===== config.mk =====
export PLATFORM = sky130hd
export DESIGN_NAME = tag_record_src
export DESIGN_NICKNAME = d
export VERILOG_FILES = /design/src/rtl/tag_record_src.sv
export SDC_FILE = /design/constraint.sdc
export NUM_CORES = 1
export LEC_CHECK = 0
export CAP_MARGIN = 20
export CORE_MARGIN = 10
export CORE_UTILIZATION = 65
export CTS_CLUSTER_DIAMETER = 120
export CTS_CLUSTER_SIZE = 20
export DETAILED_ROUTE_END_ITERATION = 12
export PLACE_DENSITY = 0.85
export SLEW_MARGIN = 15
export SYNTH_ARGS = -nofsm -noshare
export SYNTH_HDL_FRONTEND = slang
export SYNTH_SLANG_ARGS = --single-unit

===== constraint.sdc =====
create_clock -name clk_i -period 12.82 [get_ports clk_i]
set_input_delay 3.846 -clock clk_i [delete_from_list [all_inputs] [get_ports clk_i]]
set_output_delay 3.846 -clock clk_i [all_outputs]
set_load 0.005 [all_outputs]

===== src/rtl/tag_record_src.sv =====
// Record FIFO plus MSB-first byte serialiser that requests the host output mux one whole record at a time.
// Records arriving while the FIFO is full are dropped and counted in a saturating loss counter.
module tag_record_src #(
    parameter int REC_BYTES  = 6,
    parameter int DEPTH_LOG2 = 4
) (
    input  logic                   clk_i,
    input  logic                   reset_i,
    input  logic [8*REC_BYTES-1:0] rec_i,
    input  logic                   rec_wr_i,
    output logic                   rec_full_o,
    output logic [DEPTH_LOG2:0]    fill_o,
    output logic [15:0]            lost_o,
    input  logic                   lost_clr_i,
    output logic                   omux_req_o,
    input  logic                   omux_sel_i,
    output logic [7:0]             omux_data_o
);

    localparam int REC_W = 8 * REC_BYTES;
    localparam int DEPTH = 2 ** DEPTH_LOG2;
    localparam int IDX_W = (REC_BYTES > 1) ? $clog2(REC_BYTES) : 1;
    localparam logic [IDX_W-1:0]    LAST_IDX   = IDX_W'(REC_BYTES - 1);
    localparam logic [DEPTH_LOG2:0] FULL_COUNT = (DEPTH_LOG2 + 1)'(DEPTH);

    typedef enum logic {
        S_IDLE,
        S_SEND
    } state_t;

    logic [REC_W-1:0]      mem [DEPTH];
    logic [DEPTH_LOG2-1:0] wr_ptr;
    logic [DEPTH_LOG2-1:0] rd_ptr;
    logic [DEPTH_LOG2:0]   count;
    logic [15:0]           lost;

    state_t                state;
    state_t                state_nxt;
    logic [REC_W-1:0]      hold;
    logic [REC_W-1:0]      hold_nxt;
    logic [IDX_W-1:0]      idx;
    logic [IDX_W-1:0]      idx_nxt;
    logic [REC_W-1:0]      hold_shifted;

    logic                  full;
    logic                  push;
    logic                  drop;
    logic                  pop;

    // Full is judged on the count at the start of the cycle; a same-cycle pop does not make room.
    assign full = (count == FULL_COUNT);
    assign push = rec_wr_i && !full;
    assign drop = rec_wr_i && full;

    always_comb begin
        // NOTE: every signal written here gets a default first, so no path can leave one unassigned and infer a latch.
        state_nxt = state;
        hold_nxt  = hold;
        idx_nxt   = idx;
        pop       = 1'b0;
        case (state)
            S_IDLE: begin
                if (count != '0) begin
                    pop       = 1'b1;
                    hold_nxt  = mem[rd_ptr];
                    idx_nxt   = '0;
                    state_nxt = S_SEND;
                end
            end
            S_SEND: begin
                if (omux_sel_i) begin
                    if (idx == LAST_IDX) begin
                        idx_nxt   = '0;
                        state_nxt = S_IDLE;
                    end else begin
                        idx_nxt = idx + 1'b1;
                    end
                end
            end
            default: state_nxt = S_IDLE;
        endcase
    end

    always_ff @(posedge clk_i) begin
        // NOTE: sequential state uses non-blocking assignments so every register samples pre-edge values.
        if (reset_i) begin
            state <= S_IDLE;
            hold  <= '0;
            idx   <= '0;
        end else begin
            state <= state_nxt;
            hold  <= hold_nxt;
            idx   <= idx_nxt;
        end
    end

    always_ff @(posedge clk_i) begin
        if (reset_i) begin
            wr_ptr <= '0;
            rd_ptr <= '0;
            count  <= '0;
        end else begin
            if (push) wr_ptr <= wr_ptr + 1'b1;
            if (pop)  rd_ptr <= rd_ptr + 1'b1;
            case ({push, pop})
                2'b10:   count <= count + 1'b1;
                2'b01:   count <= count - 1'b1;
                default: count <= count;
            endcase
        end
    end

    // NOTE: the storage array is deliberately not reset; the pointers and count alone define which entries are valid.
    always_ff @(posedge clk_i) begin
        if (push) mem[wr_ptr] <= rec_i;
    end

    // A clear in the same cycle as a drop counts that drop, so nothing is silently lost.
    always_ff @(posedge clk_i) begin
        if (reset_i) begin
            lost <= '0;
        end else if (lost_clr_i) begin
            lost <= drop ? 16'd1 : 16'd0;
        end else if (drop && (lost != 16'hFFFF)) begin
            lost <= lost + 16'd1;
        end
    end

    assign hold_shifted = hold << {idx, 3'b000};

    assign fill_o      = count;
    assign rec_full_o  = full;
    assign lost_o      = lost;
    assign omux_req_o  = (state == S_SEND);
    assign omux_data_o = hold_shifted[REC_W-1 -: 8];

endmodule


==> results.rst, run 1 <==
.. list-table::
   :header-rows: 1

   * - Metric
     - Value
   * - Number of gates resized after CTS
     - 0
   * - Commonest cells after routing, fill and taps aside
     - edfxtp_1 (768), mux4_2 (200), clkdlybuf4s50_1 (83), dfxtp_1 (78), mux2i_1 (59)
   * - Total I/O pin count
     - 84
   * - Proportion of total power due to net switching
     - 26.33%
   * - Most common cell after layout, fill and taps aside
     - edfxtp_1
   * - Pin count of the biggest net entering global routing
     - 144
   * - Die X
     - 244.2 um
   * - Cell area after technology mapping
     - 0.03267 sq mm
   * - Outcome
     - completed
   * - Final number of max-transition violations
     - 0
   * - Detailed-route wire length on metal 1
     - 26380 um
   * - Clock Root Buffer
     - clkbuf_16
   * - Setup repair after global routing missed its margin
     - false
   * - Total of max-cap violations
     - 0
   * - Detailed route wirelength on metal3
     - 6192 um
   * - Starting DRT DRC Count
     - 1995
   * - Post-layout worst setup margin
     - 5972 ps
   * - Synthesis-stage register bit count
     - 849
   * - Mapped Cells
     - 1541
   * - Simple-gate share of the synthesized area
     - 1.804%
   * - First drt pass iteration count
     - 5
   * - Layout cell share with drive strength beyond 1
     - 22.92%
   * - Post-CTS setup buffer count
     - 0
   * - Part of the power in registers
     - 53.8%
   * - Maximum count of clock buffers along a single path
     - 3
   * - Power density of the placed cells
     - 170.2 mW/mm^2
   * - Overall via count from detail_route
     - 15685
   * - Max Freq
     - 146.0 MHz
   * - Synthesized netlist net count
     - 1603
   * - CORE AREA
     - 0.04997 sq mm
   * - Part of the power in combinational logic
     - 20.3%
   * - Critical path launch point type
     - register
   * - Routed wirelength normalized by instance count
     - 29.77 um
   * - Met2 WL
     - 34800 um
   * - Tmin final
     - 6848 ps
   * - Total Die Area
     - 0.05963 sq mm
   * - Count of warnings emitted by yosys
     - 0
   * - Number of clock sinks seen by CTS
     - 849
   * - Most area-consuming cells after synthesis
     - edfxtp_1 (71%), mux4_2 (14%), dfxtp_1 (5.0%), mux2i_1 (1.8%), mux2_2 (1.7%)
   * - Detailed placer's ending HPWL
     - 37060 um
   * - Net count of the finished layout
     - 1680
   * - Longest individual stage delay on the worst path
     - 980 ps
   * - Final Routed Wirelength
     - 69390 um
   * - Worst Path Required
     - 8970 ps
   * - Net load switching power
     - 1.600 mW
   * - Via density per instance
     - 6.729
   * - Peak supply drop
     - 139.7 uV
   * - Highest routing layer actually used
     - met5
   * - Start point of the worst min-delay path
     - hold[0]
   * - Final setup violation count
     - 0
   * - Level count of the clock H-tree
     - 2
   * - Combinational family with the most area after synthesis
     - multiplexers
   * - Leak Pwr
     - 10.61 nW
   * - Drc violations
     - 0
   * - CTS tree
     - yes
   * - Post-synthesis share of cell area spent on xor and xnor gates
     - 0.5629%
   * - Dominant synthesized flop cell
     - edfxtp_1
   * - Layout-stage area growth over the synthesis result
     - 9.298%
   * - Register area share after synthesis
     - 75.55%
   * - Insertion delay of the later-clocked pin in the worst-skew pair
     - 610 ps
   * - Post-synthesis share of cell area spent on full adders, half adders and majority gates
     - 0.3447%
   * - Hold buffer count at cts
     - 0
   * - Master of the slowest instance on the critical path
     - dfxtp_1
   * - Clock buffers created by TritonCTS
     - 48
   * - Final Skew
     - 27.15 ps
   * - Share of the cycle needed by the critical path after routing
     - 53.41%
   * - Crit Path Max Fanout
     - 13
   * - Worst setup path startpoint
     - idx[1]
   * - Measured slew at the worst slew-check pin
     - 1128 ps
   * - Synth Area in Compound Gates
     - 2.964%
   * - Internal power contribution
     - 4.477 mW
   * - Final antenna-violating net count
     - 0
   * - Fraction of registers with async set or reset after synthesis
     - 0%
   * - Sum of negative setup slack
     - 0 ps
   * - Clock-pin slew on the worst setup and hold paths
     - 80 ps
   * - Distinct cells, synth
     - 53
   * - Initial standard-cell utilization of the core
     - 65.39%
   * - Total routing resource utilization after global routing
     - 23.41%
   * - Post-synth EDFFs
     - 768
   * - Kind of cell adding the most delay to the critical path
     - flip-flops
   * - Hold Vio Cnt, Final
     - 0
   * - Mean post-synth cell area
     - 21.20 sq um
   * - Largest area contributor in the synthesized netlist
     - edfxtp_1
   * - Type of element capturing the critical path
     - output port
   * - Vert. Die Dim
     - 244.2 um
   * - Worst reg2reg startpoint
     - rd_ptr[0]
   * - Worst-case headroom to the max-slew limit
     - 24.80%
   * - Number of antenna violations at the first check in global routing
     - 2
   * - Via count of the first global-routing pass
     - 16298
   * - Mux contribution to synthesized area
     - 17.25%
   * - Arrival @ worst endpoint
     - 3000 ps
   * - Proportion of power drawn by the clock network
     - 25.9%
   * - Util after Layout
     - 71.47%
   * - Total gr overflow
     - 0
   * - Wire length of the first global-routing pass
     - 104600 um
   * - Worst Setup Slack post-DPL
     - 5955 ps
   * - Buffering stage count on the worst path with inverters included
     - 2
   * - Kind of critical path
     - reg -> out
   * - Ordered cell list for the critical path
     - mux4_2 -> inv_1 -> o22ai_1 -> clkdlybuf4s50_1
   * - Number of port buffers
     - 83
   * - GPL Wtd Cong
     - 0.8067
   * - Min-Delay Path Class
     - reg -> reg
   * - Area share of the largest cell type after synthesis
     - 70.59%
   * - Site row count
     - 82
## power by group through the flow
stage	Sequential, mW	Clock (mW)	Combinational (mW)
2_1_floorplan	3.24	0	0.954
4_1_cts	3.27	1.59	1.24
3_3_place_gp	3.32	0	1.19
3_5_place_dp	3.33	0	1.22
6_report	3.27	1.57	1.24
5_1_grt	3.28	1.69	1.32
## sequential cells by signal, indices dropped and copies added, names as in the netlist
signal      count
mem           768
lost_o         16
omux_req_o      1
fill_o          5
rd_ptr          4
wr_ptr          4
idx             3
hold           48
## worst paths after layout
check | end | slack [ps] | depth (start not counted)
worst min register to register | hold[0] | 500 | 2
worst max register to register | hold[27] | 8770 | 6
worst max-delay path | omux_data_o[3] | 5970 | 4
worst min-delay path | hold[0] | 500 | 2
## Yosys cell counts, drive strengths merged, types with 2 or more instances
cell type,n
edfxtp,768
mux4,200
dfxtp,81
mux2i,59
buf,56
o21ai,51
a22oi,48
mux2,48
nor2,45
clkbuf,30
nand2,18
a21oi,17
inv,16
xnor2,14
nor3,12
ha,9
nand3,8
o22ai,8
xor2,7
nand4,6
and2,4
nand2b,4
nor4,4
a31oi,3
a211oi,2
a21o,2
and3b,2
and4,2
nand3b,2
o31ai,2
or4,2
## kinds of logic (layout without fill, tap and decap cells)
kind of cell             after synthesis  after routing
other                                  0              1
adder cells (fa/ha/maj)                9              9
buffers and inverters                102            219
AND/OR/NAND/NOR                      114            114
flip-flops                           849            849
AO/OA/AOI/OAI                        139            139
multiplexers                         307            307
XOR/XNOR                              21             21
## cell type report
| class | count | area (sq um) |
|---|---|---|
| diodes | 1 | 2.502 |
| clock buffers | 87 | 1369 |
| clock inverters | 3 | 33.78 |
| fillers | 2791 | 14250 |
| inverters | 16 | 60.06 |
| multi-input cells | 590 | 7609 |
| flip-flops and latches | 849 | 24690 |
| well taps | 672 | 840.8 |
| repair buffers | 113 | 1101 |
## stage by stage
step / instances / instance area, sq um / hold slack, ps / total power [mW]
floorplan: 1541 / 32670 / 454.3 / 4.197
global placement: 2239 / 34280 / 465.8 / 4.510
detailed placement: 2239 / 34280 / 481.4 / 4.555
CTS: 2329 / 35680 / 500.6 / 6.101
global route: 2330 / 35710 / 530.3 / 6.289
finish: 2331 / 35710 / 500.6 / 6.078
## per-layer routing
layer | vias up | track usage (%)
met5 | - | 0
met1 | 8183 | 31.81
li1 | 6500 | -
met4 | 4 | 7.288
met3 | 135 | 4.458
met2 | 863 | 38.40
## worst reg2reg max path, delay by kind of cell, from the launching register on
family | cells | cell delay, ps
compound gates | 2 | 280
mux | 2 | 1280
flops | 1 | 900
buf+inv | 2 | 1450
Power figures use the tool's default switching activity.
==> inputs of run 2 (changes only) <==
CORE_UTILIZATION = 61   (was 65)
PLACE_DENSITY = 0.81   (was 0.85)
clock period = 6.7 ns   (was 12.82 ns; I/O delays follow)
==> run 2 against run 1 <==
Against the previous run: sequential cell count did not move; clock skew fell by 3.2 ps; design area rose by 0.34%; cell count rose by 1.2%; power rose by 92%; clock power rose by 90%; critical endpoint is now omux_data_o[4].
==> results.rst, run 2 (synthesis gave the netlist of run 1 again) <==
.. list-table::
   :header-rows: 1

   * - Metric
     - Value
   * - Die X
     - 251.4 um (was 244.2 um)
   * - Setup repair after global routing missed its margin
     - false (unchanged)
   * - GR met3 Demand/Resource
     - 5.428% (was 4.458%)
   * - Worst reg2reg startpoint
     - rd_ptr[1] (was rd_ptr[0])
   * - Final Routed Wirelength
     - 69400 um (was 69390 um)
   * - Drc violations
     - 0 (unchanged)
   * - Wire length of the first global-routing pass
     - 104100 um (was 104600 um)
   * - Maximum count of clock buffers along a single path
     - 3 (unchanged)
   * - Number of cell instances on the worst register-to-register path
     - 5 (was 6)
   * - Clock Root Buffer
     - clkbuf_16 (unchanged)
   * - Number of antenna violations at the first check in global routing
     - 2 (unchanged)
   * - Global routing met2 resource utilization
     - 34.81% (was 38.40%)
   * - M1 GR Usage
     - 30.56% (was 31.81%)
   * - Sum of negative setup slack
     - 0 ps (unchanged)
   * - Layout cell share with drive strength beyond 1
     - 23.52% (was 22.92%)
   * - Via density per instance
     - 6.601 (was 6.729)
   * - Post-Place Cells
     - 2269 (was 2239)
   * - Clock buffers created by TritonCTS
     - 48 (unchanged)
   * - Final setup violation count
     - 0 (unchanged)
   * - Register with the highest flop count
     - mem (unchanged)
   * - Leak Pwr
     - 10.67 nW (was 10.61 nW)
   * - Area occupied by registers
     - 0.02469 sq mm (unchanged)
   * - WP depth
     - 4 (unchanged)
   * - Via count of the first global-routing pass
     - 15927 (was 16298)
   * - Largest register FFs
     - 768 (unchanged)
   * - Post-CTS setup buffer count
     - 0 (unchanged)
   * - Total gr overflow
     - 0 (unchanged)
   * - Detailed placer's ending HPWL
     - 42070 um (was 37060 um)
   * - Total Power Consumption
     - 11.67 mW (was 6.078 mW)
   * - Kind of critical path
     - reg -> out (unchanged)
   * - Worst setup path startpoint
     - idx[1] (unchanged)
   * - Hold buffer count at cts
     - 0 (unchanged)
   * - Level count of the clock H-tree
     - 2 (unchanged)
   * - Kind of cell adding the most delay to the critical path
     - flip-flops (unchanged)
   * - First drt pass iteration count
     - 5 (unchanged)
   * - Final number of max-transition violations
     - 0 (unchanged)
   * - Buffering stage count on the worst path with inverters included
     - 2 (unchanged)
   * - Worst Path Required
     - 4690 ps (was 8970 ps)
   * - Longest individual stage delay on the worst path
     - 780 ps (was 980 ps)
   * - Master of the slowest instance on the critical path
     - dfxtp_1 (unchanged)
   * - Peak supply drop
     - 243.9 uV (was 139.7 uV)
   * - Post-placement cell area
     - 0.03442 sq mm (was 0.03428 sq mm)
   * - Power density of the placed cells
     - 325.8 mW/mm^2 (was 170.2 mW/mm^2)
   * - Commonest cells after routing, fill and taps aside
     - edfxtp_1 (768), mux4_2 (200), clkdlybuf4s50_1 (83), dfxtp_1 (78), mux2i_1 (59) (unchanged)
   * - Number of clock sinks seen by CTS
     - 849 (unchanged)
   * - Critical path launch point type
     - register (unchanged)
   * - CORE AREA
     - 0.05276 sq mm (was 0.04997 sq mm)
   * - Site row count
     - 84 (was 82)
   * - Final antenna-violating net count
     - 0 (unchanged)
   * - # fillers
     - 3181 (was 2791)
   * - Total routing resource utilization after global routing
     - 22.06% (was 23.41%)
   * - Most utilized layer in the global route result
     - met2 (unchanged)
   * - Final instance count without filler cells
     - 2360 (was 2331)
   * - Initial standard-cell utilization of the core
     - 61.93% (was 65.39%)
   * - Worst-case headroom to the max-slew limit
     - 24.68% (was 24.80%)
   * - Number of gates resized after CTS
     - 0 (unchanged)
   * - Multi-input combinational cell area
     - 0.007615 sq mm (was 0.007609 sq mm)
   * - Setup slack on the worst flop-to-flop path
     - 3560 ps (was 8770 ps)
   * - Starting DRT DRC Count
     - 1860 (was 1995)
   * - Termination of the worst setup path
     - omux_data_o[4] (was omux_data_o[3])
   * - Worst Setup Slack post-DPL
     - 1839 ps (was 5955 ps)
   * - Arrival @ worst endpoint
     - 2790 ps (was 3000 ps)
   * - Type of element capturing the critical path
     - output port (unchanged)
   * - Overall via count from detail_route
     - 15578 (was 15685)
   * - Hold Vio Cnt, Final
     - 0 (unchanged)
   * - Max Freq
     - 208.4 MHz
   * - Outcome
     - completed (unchanged)
   * - Total of max-cap violations
     - 0 (unchanged)
   * - Layout-stage area growth over the synthesis result
     - 9.670% (was 9.298%)
   * - Crit Path Max Fanout
     - 13 (unchanged)
   * - Net count of the finished layout
     - 1695 (was 1680)
   * - Most common cell after layout, fill and taps aside
     - edfxtp_1 (unchanged)
   * - Measured slew at the worst slew-check pin
     - 1126 ps (was 1128 ps)
   * - Total I/O pin count
     - 84 (unchanged)
   * - CTS tree
     - yes (unchanged)
   * - Min-Delay Path Class
     - reg -> reg (unchanged)
   * - Ordered cell list for the critical path
     - mux4_2 -> inv_1 -> o22ai_1 -> clkdlybuf4s50_1 (unchanged)
   * - Final Skew
     - 23.94 ps (was 27.15 ps)
   * - Post-layout worst setup margin
     - 1902 ps (was 5972 ps)
   * - Clock-pin slew on the worst setup and hold paths
     - 80 ps (about the same)
   * - Routed wirelength normalized by instance count
     - 29.41 um (was 29.77 um)
   * - Insertion delay of the later-clocked pin in the worst-skew pair
     - 610 ps (about the same)
   * - Share of the cycle needed by the critical path after routing
     - 71.61%
   * - Tmin final
     - 4798 ps
   * - Reg-to-Reg End
     - hold[18] (was hold[27])
   * - Number of port buffers
     - 83 (unchanged)
   * - Non-Filler Cell Area, Final
     - 0.03583 sq mm (was 0.03571 sq mm)
   * - Vert. Die Dim
     - 251.4 um (was 244.2 um)
   * - GPL Wtd Cong
     - 0.8236 (was 0.8067)
   * - Pin count of the biggest net entering global routing
     - 109 (was 144)
   * - Total Die Area
     - 0.06322 sq mm (was 0.05963 sq mm)
[run 2: cell count changes in the layout (fill, tap and decap cells not counted), sizes merged]
cell | before | now
inv | 18 | 16
buf | 30 | 45
[run 2: tightest hold or removal path: stages, from the launching register on]
cell and delay, ps:
dfxtp_1 340, nand2_1 60, o21ai_0 60
[run 2: worst min-delay path by stage]
stage          startpoint   endpoint  slack [ps]  depth (start not counted)
5_1_grt         lost_o[1]  lost_o[1]         540                          2
2_1_floorplan    hold[16]   hold[16]         450                          2
6_report        lost_o[1]  lost_o[1]         500                          2
4_1_cts         lost_o[1]  lost_o[1]         500                          2
3_3_place_gp     hold[19]   hold[19]         470                          2
3_5_place_dp     hold[44]   hold[44]         480                          2
[run 2: power by group]
group          switching (mW)  leakage (nW)  internal [mW]
Clock                    1.60         0.656           1.39
Sequential              0.229          7.60           6.00
Combinational            1.27          2.42           1.18
[run 2: metrics by stage]
step	utilization, %	hold slack [ps]
final	67.91	504.1
after global routing	67.91	537.4
after CTS	67.85	499.7
after detailed placement	65.23	483.8
after global placement	65.23	467.8
after floorplan	-	454.3
[run 2: routing by layer]
metal  share of wire (%)  wire length, um  vias up
met4                 2.4             1637        2
met1                  39            27280     8164
met5               0.019               13        -
li1                    -                -     6537
met2                  49            33750      775
met3                 9.7             6721      100
[run 2: area by class of cell]
cell class	instances	area share (%)
sequential	849	68.92
multi-input combinational	590	21.25
clock buffer	87	3.820
timing repair buffer	128	3.387
tap	688	2.402
inverter	16	0.1676
clock inverter	1	0.04539
antenna	1	0.006984
